===== src/rtl/hsid_pkg.sv =====
// Shared widths and loader state encoding for the HSID hyperspectral pixel loader.
package hsid_pkg;

  localparam int HSID_WORD_WIDTH        = 32;
  localparam int HSID_BAND_WIDTH        = HSID_WORD_WIDTH / 2;
  localparam int HSID_HSP_BANDS_WIDTH   = 8;
  localparam int HSID_HSP_LIBRARY_WIDTH = 8;

  typedef enum logic [2:0] {
    LD_IDLE,
    LD_CONFIG,
    LD_CAPTURED,
    LD_LIBRARY,
    LD_DONE,
    LD_ERROR,
    LD_CLEAR
  } hsid_loader_state_t;

endpackage


===== src/rtl/hsid_hsp_loader_if.sv =====
// Sample stream in and the two FIFO write ports out of the HSP loader.
interface hsid_hsp_loader_if
  import hsid_pkg::*;
#(
  parameter int WORD_WIDTH = HSID_WORD_WIDTH,
  parameter int BAND_WIDTH = WORD_WIDTH / 2
);
  logic                  sample_valid;
  logic [BAND_WIDTH-1:0] sample_data;
  logic                  sample_ready;

  logic                  fifo_captured_full;
  logic                  fifo_captured_wr_en;
  logic [WORD_WIDTH-1:0] fifo_captured_data;

  logic                  fifo_ref_full;
  logic                  fifo_ref_wr_en;
  logic [WORD_WIDTH-1:0] fifo_ref_data;

  // master: sample source plus FIFO side; slave: the loader itself
  modport master (
    output sample_valid, sample_data, fifo_captured_full, fifo_ref_full,
    input  sample_ready, fifo_captured_wr_en, fifo_captured_data,
           fifo_ref_wr_en, fifo_ref_data
  );

  modport slave (
    input  sample_valid, sample_data, fifo_captured_full, fifo_ref_full,
    output sample_ready, fifo_captured_wr_en, fifo_captured_data,
           fifo_ref_wr_en, fifo_ref_data
  );
endinterface


===== src/rtl/hsid_band_packer.sv =====
// Packs pairs of band samples into one word; a trailing even band is zero-padded.
module hsid_band_packer #(
  parameter int BAND_WIDTH = 16
) (
  input  logic                    clk,
  input  logic                    rst,
  input  logic                    xfer,
  input  logic                    odd,
  input  logic                    last,
  input  logic                    flush,
  input  logic [BAND_WIDTH-1:0]   sample_data,
  output logic                    word_valid,
  output logic [2*BAND_WIDTH-1:0] word
);
  logic [BAND_WIDTH-1:0] low_half;

  always_ff @(posedge clk or posedge rst) begin
    if (rst)                low_half <= '0;
    else if (flush)         low_half <= '0;
    else if (xfer && !odd)  low_half <= sample_data;
  end

  always_comb begin
    word_valid = xfer && (odd || last);
    word       = odd ? {sample_data, low_half} : {{BAND_WIDTH{1'b0}}, sample_data};
  end
endmodule


===== src/rtl/hsid_hsp_loader.sv =====
// Loads one captured pixel then a reference library from a band stream into two word FIFOs.
module hsid_hsp_loader
  import hsid_pkg::*;
#(
  parameter int WORD_WIDTH        = HSID_WORD_WIDTH,
  parameter int BAND_WIDTH        = WORD_WIDTH / 2,
  parameter int HSP_BANDS_WIDTH   = HSID_HSP_BANDS_WIDTH,
  parameter int HSP_LIBRARY_WIDTH = HSID_HSP_LIBRARY_WIDTH
) (
  input  logic                         clk,
  input  logic                         rst,
  input  logic                         clear,
  input  logic                         start,
  input  logic [HSP_BANDS_WIDTH-1:0]   hsp_bands,
  input  logic [HSP_LIBRARY_WIDTH-1:0] hsp_library_size,
  hsid_hsp_loader_if.slave             bus,
  output logic                         idle,
  output logic                         busy,
  output logic                         done,
  output logic                         error,
  output logic                         cancelled
);
  localparam logic [HSP_BANDS_WIDTH-1:0]   BANDS_ONE = HSP_BANDS_WIDTH'(1);
  localparam logic [HSP_LIBRARY_WIDTH-1:0] LIB_ONE   = HSP_LIBRARY_WIDTH'(1);

  hsid_loader_state_t state, next_state;

  logic [HSP_BANDS_WIDTH-1:0]   cfg_hsp_bands, band_count;
  logic [HSP_LIBRARY_WIDTH-1:0] cfg_hsp_library_size, ref_count;
  logic                         ready_int, xfer, last_band, last_ref, cfg_bad, flush;
  logic                         word_valid;
  logic [2*BAND_WIDTH-1:0]      word;

  assign cfg_bad   = (hsp_bands == '0) || (hsp_library_size == '0) || (hsp_bands == BANDS_ONE);
  assign last_band = (band_count == cfg_hsp_bands - BANDS_ONE);
  assign last_ref  = (ref_count == cfg_hsp_library_size - LIB_ONE);
  assign flush     = state inside {LD_DONE, LD_ERROR, LD_CLEAR};

  // clear wins over a pending transfer so nothing is written in the abort cycle
  assign ready_int = !clear &&
                     (((state == LD_CAPTURED) && !bus.fifo_captured_full) ||
                      ((state == LD_LIBRARY)  && !bus.fifo_ref_full));
  assign xfer      = bus.sample_valid && ready_int;

  hsid_band_packer #(.BAND_WIDTH(BAND_WIDTH)) u_packer (
    .clk        (clk),
    .rst        (rst),
    .xfer       (xfer),
    .odd        (band_count[0]),
    .last       (last_band),
    .flush      (flush),
    .sample_data(bus.sample_data),
    .word_valid (word_valid),
    .word       (word)
  );

  always_ff @(posedge clk or posedge rst) begin
    if (rst) state <= LD_IDLE;
    else     state <= next_state;
  end

  always_comb begin
    next_state = state;
    unique case (state)
      LD_IDLE:     if (start) next_state = LD_CONFIG;
      LD_CONFIG:   if (clear)        next_state = LD_CLEAR;
                   else if (cfg_bad) next_state = LD_ERROR;
                   else              next_state = LD_CAPTURED;
      LD_CAPTURED: if (clear)                  next_state = LD_CLEAR;
                   else if (xfer && last_band) next_state = LD_LIBRARY;
      LD_LIBRARY:  if (clear)                              next_state = LD_CLEAR;
                   else if (xfer && last_band && last_ref) next_state = LD_DONE;
      default:     next_state = LD_IDLE;
    endcase
  end

  always_ff @(posedge clk or posedge rst) begin
    if (rst) begin
      cfg_hsp_bands        <= '1;
      cfg_hsp_library_size <= '1;
      band_count           <= '0;
      ref_count            <= '0;
    end else if (state == LD_CONFIG) begin
      cfg_hsp_bands        <= hsp_bands;
      cfg_hsp_library_size <= hsp_library_size;
    end else if (flush) begin
      cfg_hsp_bands        <= '1;
      cfg_hsp_library_size <= '1;
      band_count           <= '0;
      ref_count            <= '0;
    end else if (xfer) begin
      band_count <= last_band ? '0 : band_count + BANDS_ONE;
      if ((state == LD_LIBRARY) && last_band)
        ref_count <= last_ref ? '0 : ref_count + LIB_ONE;
    end
  end

  always_comb begin
    bus.sample_ready        = ready_int;
    bus.fifo_captured_wr_en = word_valid && (state == LD_CAPTURED);
    bus.fifo_ref_wr_en      = word_valid && (state == LD_LIBRARY);
    bus.fifo_captured_data  = bus.fifo_captured_wr_en ? WORD_WIDTH'(word) : '0;
    bus.fifo_ref_data       = bus.fifo_ref_wr_en      ? WORD_WIDTH'(word) : '0;
    idle      = (state == LD_IDLE);
    busy      = state inside {LD_CONFIG, LD_CAPTURED, LD_LIBRARY};
    done      = (state == LD_DONE);
    error     = (state == LD_ERROR);
    cancelled = (state == LD_CLEAR);
  end
endmodule


===== src/flat_wrapper.sv =====
// flat-port wrapper written by rule: the top's interface ports become plain ports
module hsid_hsp_loader_flat import hsid_pkg::*;
#(
  parameter int WORD_WIDTH        = HSID_WORD_WIDTH,
  parameter int BAND_WIDTH        = WORD_WIDTH / 2,
  parameter int HSP_BANDS_WIDTH   = HSID_HSP_BANDS_WIDTH,
  parameter int HSP_LIBRARY_WIDTH = HSID_HSP_LIBRARY_WIDTH
)
  (clk, rst, clear, start, hsp_bands, hsp_library_size, idle, busy, done, error, cancelled, bus_sample_valid, bus_sample_data, bus_fifo_captured_full, bus_fifo_ref_full, bus_sample_ready, bus_fifo_captured_wr_en, bus_fifo_captured_data, bus_fifo_ref_wr_en, bus_fifo_ref_data);
  hsid_hsp_loader_if #(.WORD_WIDTH(WORD_WIDTH), .BAND_WIDTH(BAND_WIDTH)) bus_i ();
  input  logic clk;
  input  logic rst;
  input  logic clear;
  input  logic start;
  input  logic [HSP_BANDS_WIDTH-1:0] hsp_bands;
  input  logic [HSP_LIBRARY_WIDTH-1:0] hsp_library_size;
  output logic idle;
  output logic busy;
  output logic done;
  output logic error;
  output logic cancelled;
  input wire logic [$bits(bus_i.sample_valid)-1:0] bus_sample_valid;
  input wire logic [$bits(bus_i.sample_data)-1:0] bus_sample_data;
  input wire logic [$bits(bus_i.fifo_captured_full)-1:0] bus_fifo_captured_full;
  input wire logic [$bits(bus_i.fifo_ref_full)-1:0] bus_fifo_ref_full;
  output wire logic [$bits(bus_i.sample_ready)-1:0] bus_sample_ready;
  output wire logic [$bits(bus_i.fifo_captured_wr_en)-1:0] bus_fifo_captured_wr_en;
  output wire logic [$bits(bus_i.fifo_captured_data)-1:0] bus_fifo_captured_data;
  output wire logic [$bits(bus_i.fifo_ref_wr_en)-1:0] bus_fifo_ref_wr_en;
  output wire logic [$bits(bus_i.fifo_ref_data)-1:0] bus_fifo_ref_data;
  assign bus_i.sample_valid = bus_sample_valid;
  assign bus_i.sample_data = bus_sample_data;
  assign bus_i.fifo_captured_full = bus_fifo_captured_full;
  assign bus_i.fifo_ref_full = bus_fifo_ref_full;
  assign bus_sample_ready = bus_i.sample_ready;
  assign bus_fifo_captured_wr_en = bus_i.fifo_captured_wr_en;
  assign bus_fifo_captured_data = bus_i.fifo_captured_data;
  assign bus_fifo_ref_wr_en = bus_i.fifo_ref_wr_en;
  assign bus_fifo_ref_data = bus_i.fifo_ref_data;
  hsid_hsp_loader #(.WORD_WIDTH(WORD_WIDTH), .BAND_WIDTH(BAND_WIDTH), .HSP_BANDS_WIDTH(HSP_BANDS_WIDTH), .HSP_LIBRARY_WIDTH(HSP_LIBRARY_WIDTH)) u_core (.clk(clk), .rst(rst), .clear(clear), .start(start), .hsp_bands(hsp_bands), .hsp_library_size(hsp_library_size), .bus(bus_i), .idle(idle), .busy(busy), .done(done), .error(error), .cancelled(cancelled));
endmodule

===== config.mk =====
export PLATFORM = sky130hd
export DESIGN_NAME = hsid_hsp_loader_flat
export DESIGN_NICKNAME = d
export VERILOG_FILES = /design/src/rtl/hsid_pkg.sv /design/src/rtl/hsid_hsp_loader_if.sv /design/src/rtl/hsid_band_packer.sv /design/src/rtl/hsid_hsp_loader.sv /design/src/flat_wrapper.sv
export SDC_FILE = /design/constraint.sdc
export NUM_CORES = 1
export LEC_CHECK = 0
export CELL_PAD_IN_SITES_DETAIL_PLACEMENT = 1
export CELL_PAD_IN_SITES_GLOBAL_PLACEMENT = 2
export CORE_MARGIN = 4
export CORE_UTILIZATION = 27
export DETAILED_ROUTE_END_ITERATION = 8
export GPL_TIMING_DRIVEN = 0
export PLACE_DENSITY_LB_ADDON = 0.1
export SETUP_SLACK_MARGIN = 0.4
export SYNTH_ARGS = -nofsm -noshare
export SYNTH_HDL_FRONTEND = slang
export SYNTH_SLANG_ARGS = --single-unit

===== constraint.sdc =====
create_clock -name clk -period 3.9 [get_ports clk]
set_clock_uncertainty 0.15 [all_clocks]
set_input_delay 0.975 -clock clk [delete_from_list [all_inputs] [get_ports clk]]
set_output_delay 0.975 -clock clk [all_outputs]
set_load 0.1 [all_outputs]

# ---- Word level (Yosys, flattened, before mapping)
# Cells that the tools add are included.
# Widths: inputs -> output; s select.
dict set report totals {
  reg_bits 51
  output_inout_bits 72
  elab_cells 77
}
dict set report classes {
  addsub 4
  n_eq_ne 12
  mux 23
  n_bitwise 1
  reduce_logical 31
}
# op n
set ops {}
lappend ops {{$mux 32} 3}
lappend ops {{$mux 8} 10}
lappend ops {{$mux 16} 2}
lappend ops {{$mux 3} 7}
lappend ops {{$add 8x1->8 const B} 2}
lappend ops {{$eq 8x8->1} 2}
lappend ops {{$logic_not 8->1} 2}
lappend ops {{$sub 8x1->8 const B} 2}
lappend ops {{$pmux 3 s4} 1}
lappend ops {{$logic_and 1x1->1} 11}
lappend ops {{$eq 3x3->1 const B} 3}
lappend ops {{$eq 8x1->1 const B} 1}
lappend ops {{$reduce_bool 2->1} 4}
lappend ops {{$eq 3x2->1 const B} 2}
lappend ops {{$ne 3x3->1 const B} 2}
lappend ops {{$reduce_and 3->1} 2}
lappend ops {{$reduce_bool 3->1} 2}
lappend ops {{$logic_not 1->1} 4}
lappend ops {{$logic_or 1x1->1} 4}
lappend ops {{$eq 3x1->1 const B} 1}
lappend ops {{$logic_not 3->1} 1}
lappend ops {{$ne 2x2->1 const B} 1}
lappend ops {{$reduce_and 2->1} 1}
lappend ops {{$not 1->1} 1}

# ---- Logic depth before layout (Yosys ltp)
dict set report logic_depth {
  ltp_word 10
  depth_mapped 10
}

# ---- By module
# Synthesis repeated with hierarchy kept, for this count alone.
dict set report unflattened {
  hier_cells 462
  area_unflattened_um2 4035.1
}
# mod n_inst cells_each area_each_um2 seq_area_each_um2
set modules_own_cells {}
lappend modules_own_cells {hsid_hsp_loader 1 353 2798.9 895.9}
lappend modules_own_cells {hsid_band_packer 1 109 1236.2 400.4}

# ---- Least setup slack after synthesis
# No wires, ideal clock.
dict set report synth_path {
  kind {input port to output port}
  startpoint {in bus_fifo_ref_full}
  endpoint {out bus_fifo_ref_data[10]}
  arrival_ns 4.296
  setup_slack_ns -1.521
  stages 8
  n_path_buf 2
  path_cell_list {mux2i_1 and3_1 nand2_1 nor2_1 buf_1 o21ai_2 buf_2 nor2_1}
}
dict set report synth_between {
  elab_chain_cells 8
}
# item line_no
set synth_lines {}
lappend synth_lines {{start, declared} flat_wrapper.sv:25} ;# input wire logic [$bits(bus_i.fifo_ref_full)-1:0] bus_fifo_ref_full;
lappend synth_lines {{$logic_not 1->1} hsid_hsp_loader.sv:42} ;# ((state == LD_LIBRARY) && !bus.fifo_ref_full));
lappend synth_lines {{$logic_and 1x1->1} hsid_hsp_loader.sv:42}
lappend synth_lines {{$logic_or 1x1->1} hsid_hsp_loader.sv:41} ;# (((state == LD_CAPTURED) && !bus.fifo_captured_full) ||
lappend synth_lines {{$logic_and 1x1->1} hsid_hsp_loader.sv:40} ;# assign ready_int = !clear &&
lappend synth_lines {{via bus_sample_ready} flat_wrapper.sv:26} ;# output wire logic [$bits(bus_i.sample_ready)-1:0] bus_sample_ready;
lappend synth_lines {{$logic_and 1x1->1} hsid_hsp_loader.sv:43} ;# assign xfer = bus.sample_valid && ready_int;
lappend synth_lines {{$logic_and 1x1->1} hsid_band_packer.sv:24} ;# word_valid = xfer && (odd || last);
lappend synth_lines {{$logic_and 1x1->1} hsid_hsp_loader.sv:101} ;# bus.fifo_ref_wr_en = word_valid && (state == LD_LIBRARY);
lappend synth_lines {{$mux 32} hsid_hsp_loader.sv:103} ;# bus.fifo_ref_data = bus.fifo_ref_wr_en ? WORD_WIDTH'(word) : '0;
lappend synth_lines {{end, declared} flat_wrapper.sv:30} ;# output wire logic [$bits(bus_i.fifo_ref_data)-1:0] bus_fifo_ref_data;
# The timed path passes the listed nets, and every way through them passes these cells.

# ---- Final worst setup path
dict set report layout_path {
  startpoint {reg u_core.cfg_hsp_bands[1]}
  endpoint {out bus_fifo_ref_data[3]}
}
dict set report layout_between {
  elab_chain_cells 6
}
# item line_no
set layout_lines {}
lappend layout_lines {{start, declared} hsid_hsp_loader.sv:28} ;# logic [HSP_BANDS_WIDTH-1:0] cfg_hsp_bands, band_count;
lappend layout_lines {{start signal, assigned} hsid_hsp_loader.sv:84} ;# cfg_hsp_bands <= hsp_bands;
lappend layout_lines {{$sub 8x1->8} hsid_hsp_loader.sv:35} ;# assign last_band = (band_count == cfg_hsp_bands - BANDS_ONE);
lappend layout_lines {{$eq 8x8->1} hsid_hsp_loader.sv:35}
lappend layout_lines {{$logic_or 1x1->1} hsid_band_packer.sv:24}
lappend layout_lines {{$logic_and 1x1->1} hsid_band_packer.sv:24}
lappend layout_lines {{$logic_and 1x1->1} hsid_hsp_loader.sv:101}
lappend layout_lines {{$mux 32} hsid_hsp_loader.sv:103}
# No other way between the ends.

==> key figures <==
Outcome
  • Status: finished with violations
  • Failing checks: negative setup slack

Global route
  • Initial antenna violation count: 0
  • Largest net degree at the start of global routing: 36
  • All-layer global routing usage: 0.188
  • First-pass GRT wire length: approximately 22,000 um
  • Grt ovf: 0
  • Number of global-route vias before repair: 4,203

Timing
  • Achievable frequency: 255 MHz
  • Least-Margin Pin Slew: about 0.96 ns
  • Max Slew Vio Count: 0
  • Crit share post-route: 1.01
  • RSZ-0062 raised after global routing: true
  • Hold Vio Cnt, Final: 0
  • Post-layout min period: just under 4 ns
  • Fin Setup TNS: -0.189 ns
  • PnR worst setup slack: -0.0247 ns
  • Worst Hold Slack: 0.377 ns
  • Slew HR: 0.363
  • # setup viols final: 15

Worst setup path
  • Setup CP Type: flop to output port
  • R2R depth: 13
  • Reg2reg end: u_core.band_count[5]$_DFFE_PP0P_
  • CP Capture Type: output port
  • FF-to-FF setup slack: 1.00 ns
  • Critical Path RT: roughly 2.8 ns
  • FF-to-FF Start: u_core.cfg_hsp_bands[1]$_DFFE_PP1P_
  • Crit path from: u_core.cfg_hsp_bands[1]$_DFFE_PP1P_
  • Crit path DAT: around 2.8 ns
  • Crit Path Max Fanout: 7
  • Startpoint Class: flop

Layout
  • Commonest non-fill, non-tap cell in the layout: buf_12
  • Diodes inserted: 0
  • Non-Filler Instances: between 700 and 800
  • Commonest cells after routing, fill and taps aside: buf_12, nand2_1, nor2_4, dfrtp_1
  • Area grow syn2layout: 88.0%
  • Layout cells sized above 1: 0.418
  • Nets: roughly 640

Detailed routing
  • Routed wire per std cell: approximately 18 um
  • Total wire length: approximately 14,000 um
  • Initial DRC count: 181
  • Via-per-instance ratio: 5.02
  • Drt drc: 0
  • Pre-antenna DRT Iters: 4
  • DR vias: about 3,800
  • ANT nets after route: 0

Place
  • PortBufs: between 100 and 150
  • Final HPWL DP: ~9600 um
  • GP Congestion: slightly below 0.8
  • DP Cell Count: between 700 and 800
  • Worst Setup Slack post-DPL: -1.20 ns

Synth
  • Seq/Total Area, Yosys: 0.366
  • Post-Syn Area: roughly 3500 sq um
  • Netlist cell types: 57
  • Instance count of the mapped netlist: approximately 430
  • Post-synth EDFFs: 0
  • Yosys Warn Count: 0
  • Syn nets: around 480
  • Synth Area per Inst: between 8 and 9 sq um
  • Synthesized flop and latch total: between 50 and 60
  • Synth Flop Type: dfrtp_1
  • Async SR Flop Fraction: 1.00

Hold path
  • Worst hold path endpoint: u_core.cfg_hsp_library_size[1]$_DFFE_PP1P_
  • Hold Path Cell Cnt: 1
  • Hold Crit Class: flop to flop
  • Hold_sp: u_core.cfg_hsp_library_size[1]$_DFFE_PP1P_

Clock network
  • Clock Sinks: 51
  • Clk Latency, worst-skew pair: 0.29 ns
  • Clk buf depth: 2
  • Clk root buf: clkbuf_16
  • H-tree depth: 2
  • TritonCTS buffer count: 5
  • CTS tree: yes
  • # hold bufs at CTS: 0
  • Clock transition at path regs: 0.07 ns

Floorplan
  • Die Ht: 122 um
  • Horiz. Die Dim: about 120 um
  • # IOs: approximately 110
  • Initial Utilization: 0.278
  • Row count: a little over 40
  • Die Area: 15,000 sq um
  • Core Region: around 13,000 sq um

Pwr
  • Pwr Total: 2.92 mW
  • Static Leak: roughly 2.6 nW
  • Pwr Density: between 400 and 500 nW/um^2
  • Max VDD drop: approximately 0.42 mV

Flow run
  • Max-cap viol count: 0
## cell type report
class	count	area, sq um
fill	1409	6070
inverter	15	63.8
timing repair buffer	152	2130
clock buffer	5	125
sequential	51	1300
buffer	29	229
multi-input combinational	338	2550
tap	172	215
clock inverter	3	43.8
## flip-flops by register name, indices dropped and copies added, names as in the netlist
| name | count |
|---|---|
| u_core.ref_count | 8 |
| u_core.band_count | 8 |
| u_core.u_packer.low_half | 16 |
| u_core.cfg_hsp_bands | 8 |
| u_core.state | 3 |
| u_core.cfg_hsp_library_size | 8 |
## metrics by stage
| stage | utilization | area, sq um |
|---|---|---|
| after floorplan | - | 4050 |
| after detailed placement | 0.423 | 5380 |
| after CTS | 0.504 | 6410 |
| final | 0.523 | 6650 |
| after global routing | 0.523 | 6650 |
| after global placement | 0.422 | 5360 |
## cells in the mapped netlist, types with 9 or more instances
master	n	share of area
a21oi_1	19	0.027
and2_1	20	0.035
and3_1	26	0.046
clkbuf_1	21	0.022
dfrtp_1	35	0.25
dfstp_2	16	0.12
inv_1	15	0.016
mux2i_1	19	0.054
nand2_1	53	0.056
nand3_1	11	0.016
nor2_1	56	0.059
o21ai_0	34	0.048
o22a_1	9	0.022
o22ai_1	9	0.016
xor2_1	9	0.022
## worst max-delay path by stage
stage	endpoint	slack (ns)	depth (start not counted)
floorplan	bus_fifo_captured_data[10]	0.01	7
global placement	bus_fifo_ref_data[10]	-1.19	10
CTS	bus_fifo_ref_data[11]	0.002	11
global route	bus_fifo_ref_data[3]	-0.14	13
detailed placement	bus_fifo_ref_data[10]	-1.20	10
finish	bus_fifo_ref_data[3]	-0.02	13
## critical path, cell delays in order, from the launching register on
cell       delay, ns
dfstp_2         0.60
inv_2           0.06
ha_4            0.16
nor3b_4         0.16
a21oi_2         0.14
o2111ai_2       0.17
a311oi_4        0.30
buf_4           0.18
buf_8           0.10
o21ai_4         0.05
buf_12          0.15
buf_12          0.15
nor2_4          0.11
buf_12          0.18
## per-layer routing
metal  vias up  track usage  routed length (um)
met3        10       0.0286                 589
met4         0       0.0357                 168
li1       1838            -                   -
met5         -            0                   0
met1      1899        0.236                6150
met2        96        0.341                7220
## report_power, final
group          total, mW  internal (mW)  switching [mW]
logic               1.46          0.534           0.922
clock network      0.514          0.303           0.210
registers          0.949          0.764           0.185
## timing repair
action	CTS	global route
resized for setup	597	45
setup endpoints to repair	72	64
setup buffers	30	8
cloned	4	0
pin swaps	12	7
## logic make-up (layout without fill, tap and decap cells)
| logic type | Yosys count | in the layout | synth area share |
|---|---|---|---|
| compound gates | 102 | 103 | 0.192 |
| xor+xnor | 16 | 16 | 0.0396 |
| fa+ha+maj | 4 | 4 | 0.0141 |
| buf+inv | 44 | 204 | 0.0491 |
| flops | 51 | 51 | 0.366 |
| mux | 21 | 21 | 0.0601 |
| simple gates | 194 | 194 | 0.278 |
Power figures use the tool's default switching activity.
